==> config.mk <==
export PLATFORM = sky130hd
export DESIGN_NAME = seq_match_arb
export DESIGN_NICKNAME = d
export VERILOG_FILES = /design/src/rtl/seq_match_arb_pkg.sv /design/src/rtl/seq_match_arb_rr_arb.sv /design/src/rtl/seq_match_arb.sv
export SDC_FILE = /design/constraint.sdc
export NUM_CORES = 1
export LEC_CHECK = 0
export ABC_AREA = 1
export ABC_CLOCK_PERIOD_IN_PS = 6000
export BUFFER_PORTS_ARGS = -buffer_cell sky130_fd_sc_hd__buf_2
export CAP_MARGIN = 10
export CORE_MARGIN = 3
export CORE_UTILIZATION = 45
export CTS_CLUSTER_SIZE = 8
export DETAILED_ROUTE_END_ITERATION = 7
export PLACE_DENSITY = 0.59
export SLEW_MARGIN = 20
export SYNTH_ARGS = -nofsm -noshare
export SYNTH_HDL_FRONTEND = slang
export SYNTH_SLANG_ARGS = --single-unit
==> constraint.sdc <==
create_clock -name clk -period 6 [get_ports clk]
set_input_delay 0.6 -clock clk [delete_from_list [all_inputs] [get_ports clk]]
set_output_delay 0.6 -clock clk [all_outputs]
set_load 0.01 [all_outputs]
==> src/rtl/seq_match_arb_pkg.sv <==
`default_nettype none
// +--------------------------------------------------------------------------+
// | seq_match_pkg : shared types, ASCII constants and reset values            |
// | Rev 1.0                                                                   |
// +--------------------------------------------------------------------------+
package seq_match_pkg;

  typedef enum logic {
    LOAD = 1'b0,
    RUN  = 1'b1
  } state_t;

  localparam logic [7:0] C_A = 8'h41, C_B = 8'h42, C_C = 8'h43, C_D = 8'h44,
                         C_E = 8'h45, C_F = 8'h46, C_G = 8'h47, C_H = 8'h48,
                         C_I = 8'h49, C_J = 8'h4A, C_K = 8'h4B, C_L = 8'h4C,
                         C_M = 8'h4D, C_N = 8'h4E, C_O = 8'h4F, C_P = 8'h50,
                         C_Q = 8'h51, C_R = 8'h52, C_S = 8'h53, C_T = 8'h54,
                         C_U = 8'h55, C_V = 8'h56, C_W = 8'h57, C_X = 8'h58,
                         C_Y = 8'h59, C_Z = 8'h5A;

  localparam state_t     C_RST_STATE = LOAD;
  localparam logic       C_RST_BIT   = 1'b0;
  localparam logic [7:0] C_RST_CHAR  = 8'h00;

endpackage
`default_nettype wire

==> src/rtl/seq_match_arb_rr_arb.sv <==
`default_nettype none
// +--------------------------------------------------------------------------+
// | rr_arb : combinational round-robin grant, scanning upward from i_ptr      |
// | Rev 1.0                                                                   |
// +--------------------------------------------------------------------------+
module rr_arb #(
  parameter int NREQ = 4,
  parameter int IDW  = $clog2(NREQ)
) (
  input  logic [NREQ-1:0] i_req,
  input  logic [IDW-1:0]  i_ptr,
  output logic [NREQ-1:0] o_grant,
  output logic [IDW-1:0]  o_idx
);

  function automatic int wrap(input int p, input int o);
    return (p + o) % NREQ;
  endfunction

  // Scan from farthest to nearest so the requester closest to i_ptr wins.
  always_comb begin
    o_grant = '0;
    o_idx   = '0;
    for (int off = NREQ - 1; off >= 0; off--) begin
      if (i_req[wrap(int'(i_ptr), off)]) begin
        o_grant = NREQ'(1) << wrap(int'(i_ptr), off);
        o_idx   = IDW'(wrap(int'(i_ptr), off));
      end
    end
  end

endmodule
`default_nettype wire

==> src/rtl/seq_match_arb.sv <==
`default_nettype none
// +--------------------------------------------------------------------------+
// | seq_match_arb : one programmable pattern matcher shared round-robin by    |
// | NREQ byte streams. Optional MATCH_CNT_EN adds per-stream match counters.  |
// | Rev 1.0                                                                   |
// +--------------------------------------------------------------------------+
module seq_match_arb
  import seq_match_pkg::*;
#(
  parameter int NREQ = 4,
  parameter int PMAX = 8,
  parameter int IW   = 4   // 2**IW >= PMAX+1 so a full-length pattern fits cfg_len
) (
  input  logic                      clk,
  input  logic                      rst,
  input  logic                      cfg_we,
  input  logic [IW-1:0]             cfg_addr,
  input  logic [7:0]                cfg_data,
  input  logic [IW-1:0]             cfg_len,
  input  logic                      cfg_start,
  input  logic                      cfg_stop,
  input  logic [NREQ-1:0]           req,
  input  logic [NREQ*8-1:0]         din,
`ifdef MATCH_CNT_EN
  input  logic [$clog2(NREQ)-1:0]   cnt_sel,
  output logic [15:0]               match_cnt,
`endif
  output logic [NREQ-1:0]           ack,
  output logic                      running,
  output logic                      eureka,
  output logic [$clog2(NREQ)-1:0]   eureka_id
);

  localparam int            IDW    = $clog2(NREQ);
  localparam logic [IW:0]   C_PMAX = (IW + 1)'(PMAX);

  state_t           r_state;
  logic             r_running;
  logic             r_eureka;
  logic [IDW-1:0]   r_eid;
  logic [IDW-1:0]   r_ptr;
  logic [IW-1:0]    r_len;
  logic [7:0]       r_pat [2**IW];
  logic [IW-1:0]    r_ctx [NREQ];

  logic [NREQ-1:0]  w_grant;
  logic [IDW-1:0]   w_gidx;
  logic [IDW-1:0]   w_ptr_nxt;
  logic [7:0]       w_din [NREQ];
  logic [7:0]       w_c;
  logic [IW-1:0]    w_k;
  logic             w_any, w_accept, w_hit, w_first, w_last, w_start_ok;

  for (genvar gi = 0; gi < NREQ; gi++) begin : g_din
    assign w_din[gi] = din[8*gi +: 8];
  end

  rr_arb #(.NREQ(NREQ), .IDW(IDW)) u_arb (
    .i_req   (req),
    .i_ptr   (r_ptr),
    .o_grant (w_grant),
    .o_idx   (w_gidx)
  );

  assign w_any      = |req;
  assign w_accept   = (r_state == RUN) && !cfg_stop && w_any;
  assign ack        = w_accept ? w_grant : '0;
  assign w_ptr_nxt  = (w_gidx == IDW'(NREQ - 1)) ? '0 : w_gidx + IDW'(1);
  assign w_k        = r_ctx[w_gidx];
  assign w_c        = w_din[w_gidx];
  assign w_hit      = (w_c == r_pat[w_k]);
  assign w_first    = (w_c == r_pat[0]);
  assign w_last     = (({1'b0, w_k} + (IW + 1)'(1)) == {1'b0, r_len});
  assign w_start_ok = cfg_start && (cfg_len != '0) && ({1'b0, cfg_len} <= C_PMAX);

  assign running    = r_running;
  assign eureka     = r_eureka;
  assign eureka_id  = r_eid;

`ifdef MATCH_CNT_EN
  logic [15:0] r_cnt [NREQ];
  assign match_cnt = r_cnt[cnt_sel];
`endif

  always_ff @(posedge clk) begin
    if (!rst) begin
      r_state   <= C_RST_STATE;
      r_running <= C_RST_BIT;
      r_eureka  <= C_RST_BIT;
      r_eid     <= '0;
      r_ptr     <= '0;
      r_len     <= '0;
      for (int i = 0; i < 2**IW; i++) r_pat[i] <= C_RST_CHAR;
      for (int i = 0; i < NREQ; i++)  r_ctx[i] <= '0;
`ifdef MATCH_CNT_EN
      for (int i = 0; i < NREQ; i++)  r_cnt[i] <= '0;
`endif
    end else begin
      r_eureka <= 1'b0;
      case (r_state)
        LOAD: begin
          if (cfg_we && ({1'b0, cfg_addr} < C_PMAX)) r_pat[cfg_addr] <= cfg_data;
          if (w_start_ok) begin
            r_len     <= cfg_len;
            r_state   <= RUN;
            r_running <= 1'b1;
            for (int i = 0; i < NREQ; i++) r_ctx[i] <= '0;
`ifdef MATCH_CNT_EN
            for (int i = 0; i < NREQ; i++) r_cnt[i] <= '0;
`endif
          end
        end
        RUN: begin
          if (cfg_stop) begin
            r_state   <= LOAD;
            r_running <= 1'b0;
            for (int i = 0; i < NREQ; i++) r_ctx[i] <= '0;
          end else if (w_any) begin
            r_ptr <= w_ptr_nxt;
            // No KMP fallback: a mismatch only checks whether c restarts the pattern.
            if (w_hit && w_last) begin
              r_ctx[w_gidx] <= '0;
              r_eureka      <= 1'b1;
              r_eid         <= w_gidx;
`ifdef MATCH_CNT_EN
              if (r_cnt[w_gidx] != 16'hFFFF) r_cnt[w_gidx] <= r_cnt[w_gidx] + 16'd1;
`endif
            end else if (w_hit) begin
              r_ctx[w_gidx] <= w_k + IW'(1);
            end else begin
              r_ctx[w_gidx] <= w_first ? IW'(1) : '0;
            end
          end
        end
        default: r_state <= LOAD;
      endcase
    end
  end

endmodule
`default_nettype wire

Yosys cells after proc, flatten, opt, wreduce, memory -nomap -nowiden. Memories as Yosys holds them, arrays and structs flattened. Cells that the tools add are included.

RAM bits: 144. Word-level logic and storage cells: 144. Flip-flop bits (word level): 11. Input bits: 57. Output and inout port bits: 8. Memories: 2.

Memory list: r_pat (words 16, width 8, read ports 2, clocked after memory_dff 0, write ports 16, RTL line seq_match_arb.sv:43) `logic [7:0] r_pat [2**IW];`; r_ctx (words 4, width 4, read ports 1, clocked after memory_dff 0, write ports 4, RTL line seq_match_arb.sv:44) `logic [IW-1:0] r_ctx [NREQ];`.

Bitwise operators: 16. Equality and inequality tests: 6. Reductions and logical operators: 18. $add $sub $neg: 6. Muxes and demuxes: 79. Shifts and indexed selects: 4. Order comparisons: 7.

Operator list (count): $shl A1 B32 Y4 const A (3); $mux W4 (17); $mux W1 (46); $mux W8 (3); $bmux W8 S2 (1); $eq A8 B8 Y1 (2); $lt A3 B4 Y1 const B (3); $mux W2 (6); $or A1 B1 Y1 (10); $bmux W1 S2 (4); $reduce_or A4 Y1 (2); $reduce_or A8 Y1 (1); $logic_and A1 B1 Y1 (6); $reduce_or A2 Y1 (3); $add A4 B1 Y5 const B (1); $eq A5 B4 Y1 (1); $add A2 B1 Y2 const B (2); $add A2 B2 Y2 const B (2); $add A4 B1 Y4 const B (1); $le A4 B4 Y1 const B (1); $lt A4 B4 Y1 const B (1); $ne A2 B2 Y1 const B (2); $pmux W1 S2 (2); $reduce_and A2 Y1 (2); other kinds (11) (14).

Longest topological paths before layout. Gate-level depths: netlist of the first run.

Depth in word-level cells: 26. Depth in mapped cells: 28.

Hierarchy. Synthesis of the first run repeated with hierarchy kept, for this count alone.

Cell total of the unflattened synthesis: 866. Area, all modules: 7925.1 um^2.

Modules (own cells, without submodules): seq_match_arb (instances 1, sequential area each 4544.4 um^2, area each 7442.1 um^2, cells an instance 783); rr_arb (instances 1, sequential area each 0.0 um^2, area each 483.0 um^2, cells an instance 83).

Least setup slack after synthesis of the first run. Ideal clock, no wire load.

Kind: register to register. From: reg r_ptr[1]. To: mem r_ctx[3][0], data pin. Data required time: 5733 ps. Buffers on the path: 1. Slack: 2561 ps. Setup time: 267 ps. Arrival: 3172 ps. Stages on the path, launching flop included: 23. Cells stage by stage: dfxtp_1 -> inv_1 -> ha_1 -> nand3b_1 -> nand2_2 -> inv_2 -> nand2_1 -> nand2_1 -> nand2_2 -> nand2_2 -> or2_1 -> nand2_1 -> nand2_4 -> buf_4 -> ha_1 -> xnor2_1 -> o211ai_1 -> nor2_1 -> nand3_1 -> nand3_1 -> nand3_1 -> nand3_2 -> nor2_1.

RTL lines: start: declaration (RTL line seq_match_arb.sv:41) `logic [IDW-1:0] r_ptr;`; start signal: assignment (RTL line seq_match_arb.sv:119) `r_ptr <= w_ptr_nxt;`; end: declaration (RTL line seq_match_arb.sv:44).

==> metrics.md, run 1 <==
| Metric | Value |
|---|---|
| Yosys warns | 0 |
| Vias in the first global route | 5745 |
| Worst Tran Pin Value | 0.934 ns |
| Final Hold Viols | 0 |
| Min Tclk post-route | 4.79 ns |
| Post-DP Area | 8640 µm² |
| TNS Setup | 0 ns |
| Post-synth top area cell | edfxtp_1 |
| Layout Nets | 1054 |
| Metal-1 WL | 9220 µm |
| Most frequent cell after synthesis | nand2_1 |
| Total number of vias | 6144 |
| Hold Crit Endpoint | r_len[2]$_SDFFE_PN0P_ |
| Synth Flop Type | edfxtp_1 |
| Final setup violation count | 0 |
| Asr flop ratio synth | 0% |
| Root Driver | clkbuf_16 |
| Worst r2r src | r_ptr[0]$_SDFFE_PN0P_ |
| Post-synth top cells | nand2_1 (237), nand3_1 (157), edfxtp_1 (144) |
| Synth Register Bits | 155 |
| Met3 wire len | 906 µm |
| Worst skew pair latency | 0.42 ns |
| Pwr Density | 334 nW/µm² |
| Gates resized, CTS repair | 0 |
| Die Wd | 139 µm |
| Reg clk slew, reported paths | 0.06 ns |
| CTS max path bufs | 2 |
| First-pass GRT wire length | 30700 µm |
| CP required | 6.28 ns |
| WL final | 19400 µm |
| Worst R2R End | r_ctx[2][2]$_SDFFCE_PN0P_ |
| CTS Buf Count | 17 |
| H-tree Lvls | 4 |
| Initial antenna violation count | 0 |
| Fin area | 9260 µm² |
| Share of the synthesized area in the top cell type | 54.2% |
| Hold depth | 3 |
| CTS tree | done |
| Netlist Area Pre-Place | 7980 µm² |
| Chip height | 139 µm |
| WS Path Type | reg2reg |
| Vias per cell | 5.01 |
| Unrepaired setup endpoints after global routing | no |
| Crit-path max cell delay | 0.62 ns |
| Initial DRC Count | 492 |
| Total power | 3.10 mW |
| Hold Crit Start | cfg_len[2] |
| Synth Instances | 871 |
| Leakage Power | 3.98 nW |
| Count of different cell masters after synthesis | 42 |
| Core region area | 17400 µm² |
| Highest Signal Layer | met4 |
| Clk sink count | 155 |
| Area contributors post-synth | edfxtp_1 (54%), nand2_1 (11%), nand3_1 (9.8%) |
| Worst Setup End Kind | flip-flop |
| Final Util | 53.4% |
| Max cap viols | 0 |
| Avg Inst Size Synth | 9.16 µm² |
| Tot GR Track Use | 20.3% |
| Die area | 19400 µm² |
| Largest fanout on the critical path | 32 |
| Drt first pass iters | 5 |
| Antenna Nets Post-Route | 0 |
| Ports | 65 |
| EDFF count, synth | 144 |
| Largest net degree at the start of global routing | 43 |
| CP Launch Type | flip-flop |
| Cell family with the largest share of critical-path delay | simple AND/OR/NAND/NOR gates |
| Port Buf Inserts | 64 |
| Share of cells above drive strength 1 | 14.2% |
| Met2 wire length | 9110 µm |
| Period utilisation layout | 79.8% |
| Pins over their slew limit | 0 |
| R2r setup slk | 1.21 ns |
| Hold_buf cts | 0 |
| Postcts setup bufs | 0 |
| PnR worst setup slack | 1.21 ns |
| CP bufs+invs | 3 |
| Slowest-stage cell, CP | dfxtp_1 |
| Clk_skew | 0.00652 ns |
| Sequential share of the synthesized area | 56.9% |
| WL/cell | 15.9 µm |
| Peak VDD IR | 208 µV |
| DP HPWL | 13600 µm |
| Hold Path Class | in2reg |
| Core Rows | 48 |
| Fmax | 0.209 GHz |
| Crit path DAT | 5.06 ns |
| GPL Wtd Cong | 0.821 |
| Status | finished clean |
| GRT overflow | 0 |
| Max-slew headroom | 37.6% |
| Placement Setup Slack | 1.20 ns |
| Initial Util | 46.0% |
| P&R area growth vs syn | 16.1% |
| Residual DRC count | 0 |
| Diode count | 0 |
| Reg2reg path depth | 25 |
[layout make-up]
cell class / instances / area (µm²)
tap: 225 / 282
clock inverter: 14 / 193
sequential: 155 / 4540
clock buffer: 18 / 429
fill: 1640 / 8090
timing repair buffer: 70 / 365
inverter: 64 / 244
multi-input combinational: 680 / 3210
[logic make-up (layout without fill, tap and decap cells)]
kind of cell / count (synthesis) / after routing / share of synthesized area (%)
flip-flops: 155 / 155 / 56.9
other: 1 / 64 / 0.0470
adder cells (fa/ha/maj): 9 / 9 / 1.41
AND/OR/NAND/NOR: 548 / 548 / 30.5
AO/OA/AOI/OAI: 47 / 47 / 3.95
buffers and inverters: 99 / 166 / 5.86
XOR/XNOR: 12 / 12 / 1.32
[state kept, by name, summed over array words and instances, names as in the netlist]
register / cells
r_len: 4
eureka_id: 2
running: 1
r_ptr: 2
r_ctx: 16
r_state: 1
eureka: 1
r_pat: 128
[how the worst max path moves through the flow]
stage | from | endpoint | slack (ns) | depth (start not counted)
global placement | r_ptr[0]$_SDFFE_PN0P_ | r_ctx[3][3]$_SDFFCE_PN0P_ | 1.30 | 25
global route | r_ptr[0]$_SDFFE_PN0P_ | r_ctx[3][0]$_SDFFCE_PN0P_ | 0.71 | 26
CTS | r_ptr[0]$_SDFFE_PN0P_ | r_ctx[2][2]$_SDFFCE_PN0P_ | 1.17 | 25
detailed placement | r_ptr[0]$_SDFFE_PN0P_ | r_ctx[2][2]$_SDFFCE_PN0P_ | 1.20 | 25
finish | r_ptr[0]$_SDFFE_PN0P_ | r_ctx[2][2]$_SDFFCE_PN0P_ | 1.21 | 25
floorplan | r_ptr[1]$_SDFFE_PN0P_ | r_ctx[3][0]$_SDFFCE_PN0P_ | 2.56 | 22
[power breakdown]
part           internal, mW  switching (mW)  total [mW]
clock network         0.698           0.435        1.13
registers              1.24          0.0223        1.27
logic                 0.212           0.488       0.699
total                  2.15           0.946        3.10
[placed cells by master, fill, tap and decap left out, types with 4 or more instances in the layout]
| cell type | instances |
|---|---|
| nand3_2 | 5 |
| o21ai_0 | 8 |
| a21oi_1 | 11 |
| nand2_2 | 16 |
| nand2_1 | 237 |
| bufinv_16 | 4 |
| inv_2 | 5 |
| buf_2 | 64 |
| o21ai_1 | 5 |
| xnor2_1 | 4 |
| inv_1 | 56 |
| o211ai_1 | 12 |
| dfxtp_1 | 11 |
| buf_4 | 6 |
| or2_2 | 4 |
| xor2_1 | 8 |
| edfxtp_1 | 144 |
| nand3b_1 | 4 |
| nand3_1 | 157 |
| ha_1 | 9 |
| a211oi_1 | 5 |
| nand4_1 | 11 |
| nor2_1 | 100 |
| conb_1 | 64 |
| clkbuf_16 | 17 |
[worst min-delay path, cell delays in order]
cell	delay, ns
buf_2	0.07
inv_1	0.04
a21oi_1	0.10
[per-layer routing]
layer / track usage (%) / up-vias
li1: - / 3118
met5: 0 / -
met1: 28.8 / 2863
met3: 4.07 / 17
met4: 4.84 / 0
met2: 32.4 / 146
[through the flow]
step,std cells,hold WS [ns]
floorplan,934,0.443
global placement,1194,0.458
detailed placement,1194,0.465
CTS,1226,0.416
global route,1226,0.436
finish,1226,0.433
No activity file was read; power rests on OpenSTA's default activity.
==> run 2: changes to the inputs <==
Settings changed: ABC_CLOCK_PERIOD_IN_PS 6000 to 4400, PLACE_DENSITY 0.59 to 0.61.
Clock period 6 ns to 4.4 ns, I/O delays scaled along.
==> run 2 against run 1 <==
  * Clock-buffer cell count decreased by 1
  * Combinational power increased by 39%
  * First-iteration DRC count increased by 19%
  * Sequential share of layout area decreased by 0.39 points
  * Global-route usage decreased by 0.28 points
  * Register-to-register slack got worse by 0.80 ns
  * Die area unchanged
  * Clock power increased by 35%
  * Final area increased by 0.84%
  * Maximum frequency increased by 20%
==> metrics.md, run 2 (synthesis results as in run 1) <==
| Metric | Value |
|---|---|
| Clock share of power | 36.2% (-0.4 points) |
| Final Hold Viols | 0 (unchanged) |
| Total power | 4.23 mW (+36%) |
| Power Internal | 2.95 mW (+37%) |
| Worst R2R End | r_ctx[3][0]$_SDFFCE_PN0P_ |
| Period utilisation layout | 90.6% (+11 points) |
| CP Launch Type | flip-flop |
| Root Driver | clkbuf_16 |
| Slowest-stage cell, CP | dfxtp_2 |
| Worst Tran Pin Value | 0.701 ns (-0.233 ns) |
| Initial Util | 46.0% (unchanged) |
| Chip height | 139 µm (unchanged) |
| Reg2reg path depth | 22 (-12%) |
| Share of cells above drive strength 1 | 14.5% (+0.34 points) |
| Non-Filler Instances | 1230 (+0.33%) |
| Commonest non-fill, non-tap cell in the layout | nand2_1 |
| Reg clk slew, reported paths | 0.06 ns (about the same) |
| Core Rows | 48 (unchanged) |
| Min Tclk post-route | 3.98 ns (-0.804 ns) |
| Residual DRC count | 0 (unchanged) |
| Worst Setup End Kind | flip-flop |
| P&R area growth vs syn | 17.0% |
| Hold_buf cts | 0 (unchanged) |
| WL final | 18900 µm (-3.0%) |
| Net Sw Frac | 30.2% (-0.28 points) |
| TNS Setup | 0 ns (unchanged) |
| CTS tree | done |
| Pins over their slew limit | 0 (unchanged) |
| Vias in the first global route | 5951 (+3.6%) |
| Ports | 65 (unchanged) |
| Logic pwr share | 23.0% (+0.4 points) |
| Initial antenna violation count | 0 (unchanged) |
| Largest net degree at the start of global routing | 68 (+58%) |
| Max cap viols | 0 (unchanged) |
| Total number of vias | 6091 (-0.86%) |
| Die area | 19400 µm² (unchanged) |
| Final hold slack | 0.269 ns (-0.164 ns) |
| CTS Buf Count | 17 (unchanged) |
| Pwr Density | 453 nW/µm² (+35%) |
| Final setup violation count | 0 (unchanged) |
| Hold depth | 3 (unchanged) |
| Crit path cell chain | inv_1 -> ha_1 -> nand3b_1 -> nand2_2 -> inv_2 -> nand2_1 -> nand2_1 -> nand2_2 -> nand2_2 -> buf_4 -> a21oi_2 -> nand2_1 -> nand2_8 -> ha_1 -> xnor2_1 -> o211ai_1 -> nor2_1 -> nand3_1 -> nand3_1 -> nand3_1 -> nand3_2 -> nor2_1 |
| First-pass GRT wire length | 30500 µm (-0.83%) |
| Layout Nets | 1058 (+0.38%) |
| Diode count | 0 (unchanged) |
| R2r setup slk | 0.42 ns (-0.80 ns) |
| GRT overflow | 0 (unchanged) |
| CP required | 4.57 ns (-1.71 ns) |
| Clk_skew | 0.00911 ns (+0.00259 ns) |
| DP HPWL | 13200 µm (-3.3%) |
| Peak VDD IR | 281 µV (+35%) |
| Worst r2r src | r_ptr[1]$_SDFFE_PN0P_ |
| Crit-path max cell delay | 0.42 ns (-0.20 ns) |
| WL/cell | 15.3 µm (-3.3%) |
| CTS max path bufs | 2 (unchanged) |
| Top Registers | r_pat (128), r_ctx (16), r_len (4) |
| Max FFs per register | 128 (unchanged) |
| Final Util | 53.8% (+0.45 points) |
| Unrepaired setup endpoints after global routing | no |
| Leakage Power | 4.00 nW (+0.70%) |
| Worst skew pair latency | 0.43 ns (about the same) |
| Reg power frac | 40.7% (about the same) |
| WS Path Type | reg2reg |
| Largest fanout on the critical path | 34 (+6.3%) |
| H-tree Lvls | 4 (unchanged) |
| Tot GR Track Use | 20.0% (-0.28 points) |
| Hold Crit Start | cfg_len[0] |
| Vias per cell | 4.95 (-1.2%) |
| Postcts setup bufs | 0 (unchanged) |
| Hold Crit Endpoint | r_len[0]$_SDFFE_PN0P_ |
| Placed insts | 1198 (+0.34%) |
| Crit path DAT | 4.15 ns (-0.91 ns) |
| Clk sink count | 155 (unchanged) |
| Commonest non-fill, non-tap cells in the layout | nand2_1 (237), nand3_1 (157), edfxtp_1 (144) |
| Port Buf Inserts | 64 (unchanged) |
| Largest Register | r_pat |
| Fmax | 0.251 GHz (+20%) |
| Hold Path Class | in2reg |
| Antenna Nets Post-Route | 0 (unchanged) |
| Sw Pwr | 1.28 mW (+35%) |
| Max-slew headroom | 52.8% (+15 points) |
| GPL Wtd Cong | 0.856 (+4.3%) |
| Core region area | 17400 µm² (unchanged) |
| Initial DRC Count | 584 (+19%) |
| Status | finished clean |
| Drt first pass iters | 5 (unchanged) |
| Die Wd | 139 µm (unchanged) |
[run 2: area by class of cell]
cell class / count / area, µm²
clock buffer: 17 / 425
clock inverter: 15 / 198
fill: 1575 / 8020
inverter: 64 / 246
multi-input combinational: 680 / 3220
sequential: 155 / 4550
tap: 225 / 282
timing repair buffer: 74 / 424
[run 2: worst max-delay path by stage]
stage,startpoint,slack (ns),to,depth (start not counted)
2_1_floorplan,r_ptr[1]$_SDFFE_PN0P_,0.96,r_ctx[3][0]$_SDFFCE_PN0P_,22
3_3_place_gp,r_ptr[1]$_SDFFE_PN0P_,0.34,r_ctx[3][0]$_SDFFCE_PN0P_,22
3_5_place_dp,r_ptr[1]$_SDFFE_PN0P_,0.26,r_ctx[3][0]$_SDFFCE_PN0P_,22
4_1_cts,r_ptr[1]$_SDFFE_PN0P_,0.23,r_ctx[2][2]$_SDFFCE_PN0P_,25
5_1_grt,r_ptr[1]$_SDFFE_PN0P_,0.01,r_ctx[2][3]$_SDFFCE_PN0P_,25
6_report,r_ptr[1]$_SDFFE_PN0P_,0.42,r_ctx[3][0]$_SDFFCE_PN0P_,22
[run 2: stage by stage]
stage / setup WS (ns) / instance area [µm²]
after floorplan: 0.961 / 8220
after global placement: 0.340 / 8700
after detailed placement: 0.256 / 8700
after CTS: 0.228 / 9320
after global routing: 0.0115 / 9340
final: 0.415 / 9340
[run 2: what timing repair did]
| action | CTS | global route |
|---|---|---|
| setup endpoints to repair | 0 | 19 |
| endpoints found under the hold margin | 0 | 0 |
| resized for setup | 0 | 5 |
[run 2: per-layer routing]
metal	up-vias	part of all wire, %	track usage (%)
met3	22	5.1	5.10
met1	2769	47	28.2
met4	0	1.8	5.61
li1	3132	-	-
met2	168	46	31.0
met5	-	0	0
[run 2: critical path: cells and delay by family, from the launching register on]
| kind | cells | cell delay (ns) |
|---|---|---|
| and+or+nand+nor | 14 | 1.71 |
| adders and majority gates | 2 | 0.75 |
| buffers and inverters | 3 | 0.54 |
| DFF | 1 | 0.42 |
| AOI/OAI and AO/OA | 2 | 0.16 |
| xor gates and xnor gates | 1 | 0.14 |
[run 2: power by group through the flow]
stage | logic [mW] | clock network (mW) | registers, mW
floorplan | 0.735 | 0 | 1.74
global placement | 0.961 | 0 | 1.75
detailed placement | 0.967 | 0 | 1.75
CTS | 0.970 | 1.55 | 1.72
global route | 1.10 | 1.62 | 1.73
finish | 0.973 | 1.53 | 1.72
==> run 3: changes to the inputs <==
Settings changed: SYNTH_HIERARCHICAL set to 1.
==> run 3 against run 2 <==
  * Maximum frequency up 2.6%
  * Critical endpoint is now r_ctx[0][3]$_SDFFCE_PN0P_
  * Critical path type unchanged
  * Worst setup slack improved by 0.10 ns
  * Final cell count down 0.81%
==> metrics.md, run 3 <==
| Metric | Value |
|---|---|
| Status | finished clean |
| WL final | 18900 µm (+0.32%) |
| CTS Buf Count | 17 (unchanged) |
| Count of different cell masters after synthesis | 36 (-14%) |
| Metal-1 WL | 8990 µm (+0.95%) |
| Clk sink count | 155 (unchanged) |
| Met2 wire length | 8410 µm (-3.0%) |
| Antenna Nets Post-Route | 0 (unchanged) |
| Die Wd | 139 µm (-0.34%) |
| Die area | 19200 µm² (-0.68%) |
| Pins over their slew limit | 0 (unchanged) |
| Final Hold Viols | 0 (unchanged) |
| Core region area | 16900 µm² (-2.4%) |
| TNS Setup | 0 ns (unchanged) |
| Tot GR Track Use | 19.8% (-0.21 points) |
| Largest Register | r_pat |
| Residual DRC count | 0 (unchanged) |
| Worst R2R End | r_ctx[0][3]$_SDFFCE_PN0P_ |
| Reg clk slew, reported paths | 0.06 ns (about the same) |
| Hold Crit Start | cfg_len[0] |
| R2r setup slk | 0.52 ns (+0.10 ns) |
| Placement Setup Slack | 0.430 ns (+0.173 ns) |
| Chip height | 139 µm (-0.34%) |
| Vias in the first global route | 5585 (-6.2%) |
| First-pass GRT wire length | 30100 µm (-1.2%) |
| Ports | 65 (unchanged) |
| WL/cell | 15.5 µm (+1.1%) |
| Diode count | 0 (unchanged) |
| Root Driver | clkbuf_16 |
| CP Launch Type | flip-flop |
| Port Buf Inserts | 64 (unchanged) |
| Asr flop ratio synth | 0% (unchanged) |
| Max cap viols | 0 (unchanged) |
| Top Registers | r_pat (128), r_ctx (16), r_len (4) |
| WS Path Type | reg2reg |
| Hold depth | 3 (unchanged) |
| Period utilisation layout | 88.3% (-2.3 points) |
| Worst skew pair latency | 0.43 ns (about the same) |
| Worst r2r src | r_ptr[0]$_SDFFE_PN0P_ |
| Share of the synthesized area in the top cell type | 54.6% (+0.38 points) |
| Pwr Density | 442 nW/µm² (-2.3%) |
| Max FFs per register | 128 (unchanged) |
| CTS max path bufs | 2 (unchanged) |
| Commonest non-fill, non-tap cells in the layout | nand2_1 (200), nand3_1 (200), edfxtp_1 (144) |
| Clk_skew | 0.0134 ns (+0.00424 ns) |
| Fmax | 0.257 GHz (+2.6%) |
| Total number of vias | 6100 (+0.15%) |
| Synth Flop Type | edfxtp_1 |
| Area contributors post-synth | edfxtp_1 (55%), nand3_1 (13%), nand2_1 (9.5%) |
| PnR worst setup slack | 0.516 ns (+0.101 ns) |
| Fin area | 9210 µm² (-1.4%) |
| Highest Signal Layer | met4 |
| Share of cells above drive strength 1 | 13.9% (-0.63 points) |
| Avg Inst Size Synth | 9.15 µm² (-0.13%) |
| CTS tree | done |
| Core Rows | 47 (-2.1%) |
| CP required | 4.69 ns (+0.12 ns) |
| Synth Instances | 866 (-0.57%) |
| EDFF count, synth | 144 (unchanged) |
| Peak VDD IR | 299 µV (+6.3%) |
| Max-slew headroom | 60.9% (+8.1 points) |
| Initial antenna violation count | 0 (unchanged) |
| Sequential share of the synthesized area | 57.3% (+0.40 points) |
| Drt first pass iters | 5 (unchanged) |
| Post-synth top cells | nand2_1 (201), nand3_1 (200), edfxtp_1 (144) |
| Netlist Area Pre-Place | 7930 µm² (-0.71%) |
| Synth Register Bits | 155 (unchanged) |
| Post-DP Area | 8660 µm² (-0.46%) |
| GRT overflow | 0 (unchanged) |
| Met3 wire len | 1160 µm (+21%) |
| Most frequent cell after synthesis | nand2_1 |
| CP dominant cell by count | nand2_1 |
| Crit-path max cell delay | 0.37 ns (-0.05 ns) |
| P&R area growth vs syn | 16.2% |
| Crit path DAT | 4.18 ns (+0.03 ns) |
| DP HPWL | 13000 µm (-1.5%) |
| Slowest-stage cell, CP | buf_4 |
| Total power | 4.07 mW (-3.7%) |
| Hold Path Class | in2reg |
| Unrepaired setup endpoints after global routing | no |
| Worst Tran Pin Value | 0.586 ns (-0.115 ns) |
| Largest net degree at the start of global routing | 58 (-15%) |
| GPL Wtd Cong | 0.818 (-4.4%) |
| Layout Nets | 1054 (-0.38%) |
| Reg2reg path depth | 25 (+14%) |
| Initial DRC Count | 497 (-15%) |
| Post-synth top area cell | edfxtp_1 |
| Initial Util | 46.8% (+0.81 points) |
| Vias per cell | 5.00 (+0.97%) |
| H-tree Lvls | 4 (unchanged) |
| Leakage Power | 3.96 nW (-1.1%) |
| Hold Crit Endpoint | r_len[0]$_SDFFE_PN0P_ |
| Min Tclk post-route | 3.88 ns (-0.101 ns) |
| Final setup violation count | 0 (unchanged) |
| Largest fanout on the critical path | 32 (-5.9%) |
| Yosys warns | 6 (+6) |
| Worst Setup End Kind | flip-flop |
-- run 3: what timing repair did --
| action | CTS | global route |
|---|---|---|
| gates resized for setup | 0 | 5 |
| buffers inserted | 0 | 0 |
| setup endpoints to repair | 0 | 15 |
| hold buffers | 0 | 0 |
-- run 3: layer usage --
metal / track usage, % / vias to the layer above
met3: 3.90 / 28
met1: 29.1 / 2743
met2: 29.7 / 209
met5: 0 / -
met4: 6.64 / 0
li1: - / 3120
-- run 3: worst max path at each step --
stage,cells past startpoint,end,startpoint,slack [ns]
5_1_grt,25,r_ctx[3][1]$_SDFFCE_PN0P_,r_ptr[0]$_SDFFE_PN0P_,0.06
3_5_place_dp,23,r_ctx[3][0]$_SDFFCE_PN0P_,r_ptr[0]$_SDFFE_PN0P_,0.43
2_1_floorplan,24,r_ctx[3][0]$_SDFFCE_PN0P_,r_ptr[0]$_SDFFE_PN0P_,0.78
6_report,25,r_ctx[0][3]$_SDFFCE_PN0P_,r_ptr[0]$_SDFFE_PN0P_,0.52
3_3_place_gp,25,r_ctx[2][3]$_SDFFCE_PN0P_,r_ptr[1]$_SDFFE_PN0P_,0.52
4_1_cts,23,r_ctx[3][0]$_SDFFCE_PN0P_,r_ptr[0]$_SDFFE_PN0P_,0.41
-- run 3: area by class of cell --
cell class	instances	area, µm²
Clock buffer	20	437
Sequential cell	155	4540
Multi-Input combinational cell	677	3180
Inverter	59	229
Tap cell	220	275
Timing Repair Buffer	77	438
Fill cell	1525	7730
Clock inverter	12	100
-- run 3: cells by family after synthesis --
logic type      after synthesis  synth area share [%]
compound gates               31                  2.40
other cells                   1                0.0473
fa+ha+maj                    10                  1.58
simple gates                559                  31.5
buf+inv                      97                  5.60
flops                       155                  57.3
xor+xnor                     13                  1.53
-- run 3: report_power, final --
| part | switching, mW | leakage [nW] | internal, mW |
|---|---|---|---|
| clock network | 0.575 | 0.260 | 0.772 |
| logic | 0.677 | 2.14 | 0.320 |
| registers | 0.0270 | 1.56 | 1.70 |
-- run 3: worst max-delay path, delay by kind of cell, from the launching register on --
family / cells / cell delay, ns
simple gates: 17 / 1.81
buf+inv: 5 / 0.83
compound gates: 2 / 0.36
fa+ha+maj: 1 / 0.35
flops: 1 / 0.34
-- run 3: per-stage QoR --
stage / instances / util (%) / hold slack, ns
after floorplan: 929 / - / 0.447
after global placement: 1188 / 51.1 / 0.459
after detailed placement: 1188 / 51.1 / 0.459
after CTS: 1220 / 54.3 / 0.255
after global routing: 1220 / 54.4 / 0.283
final: 1220 / 54.4 / 0.268
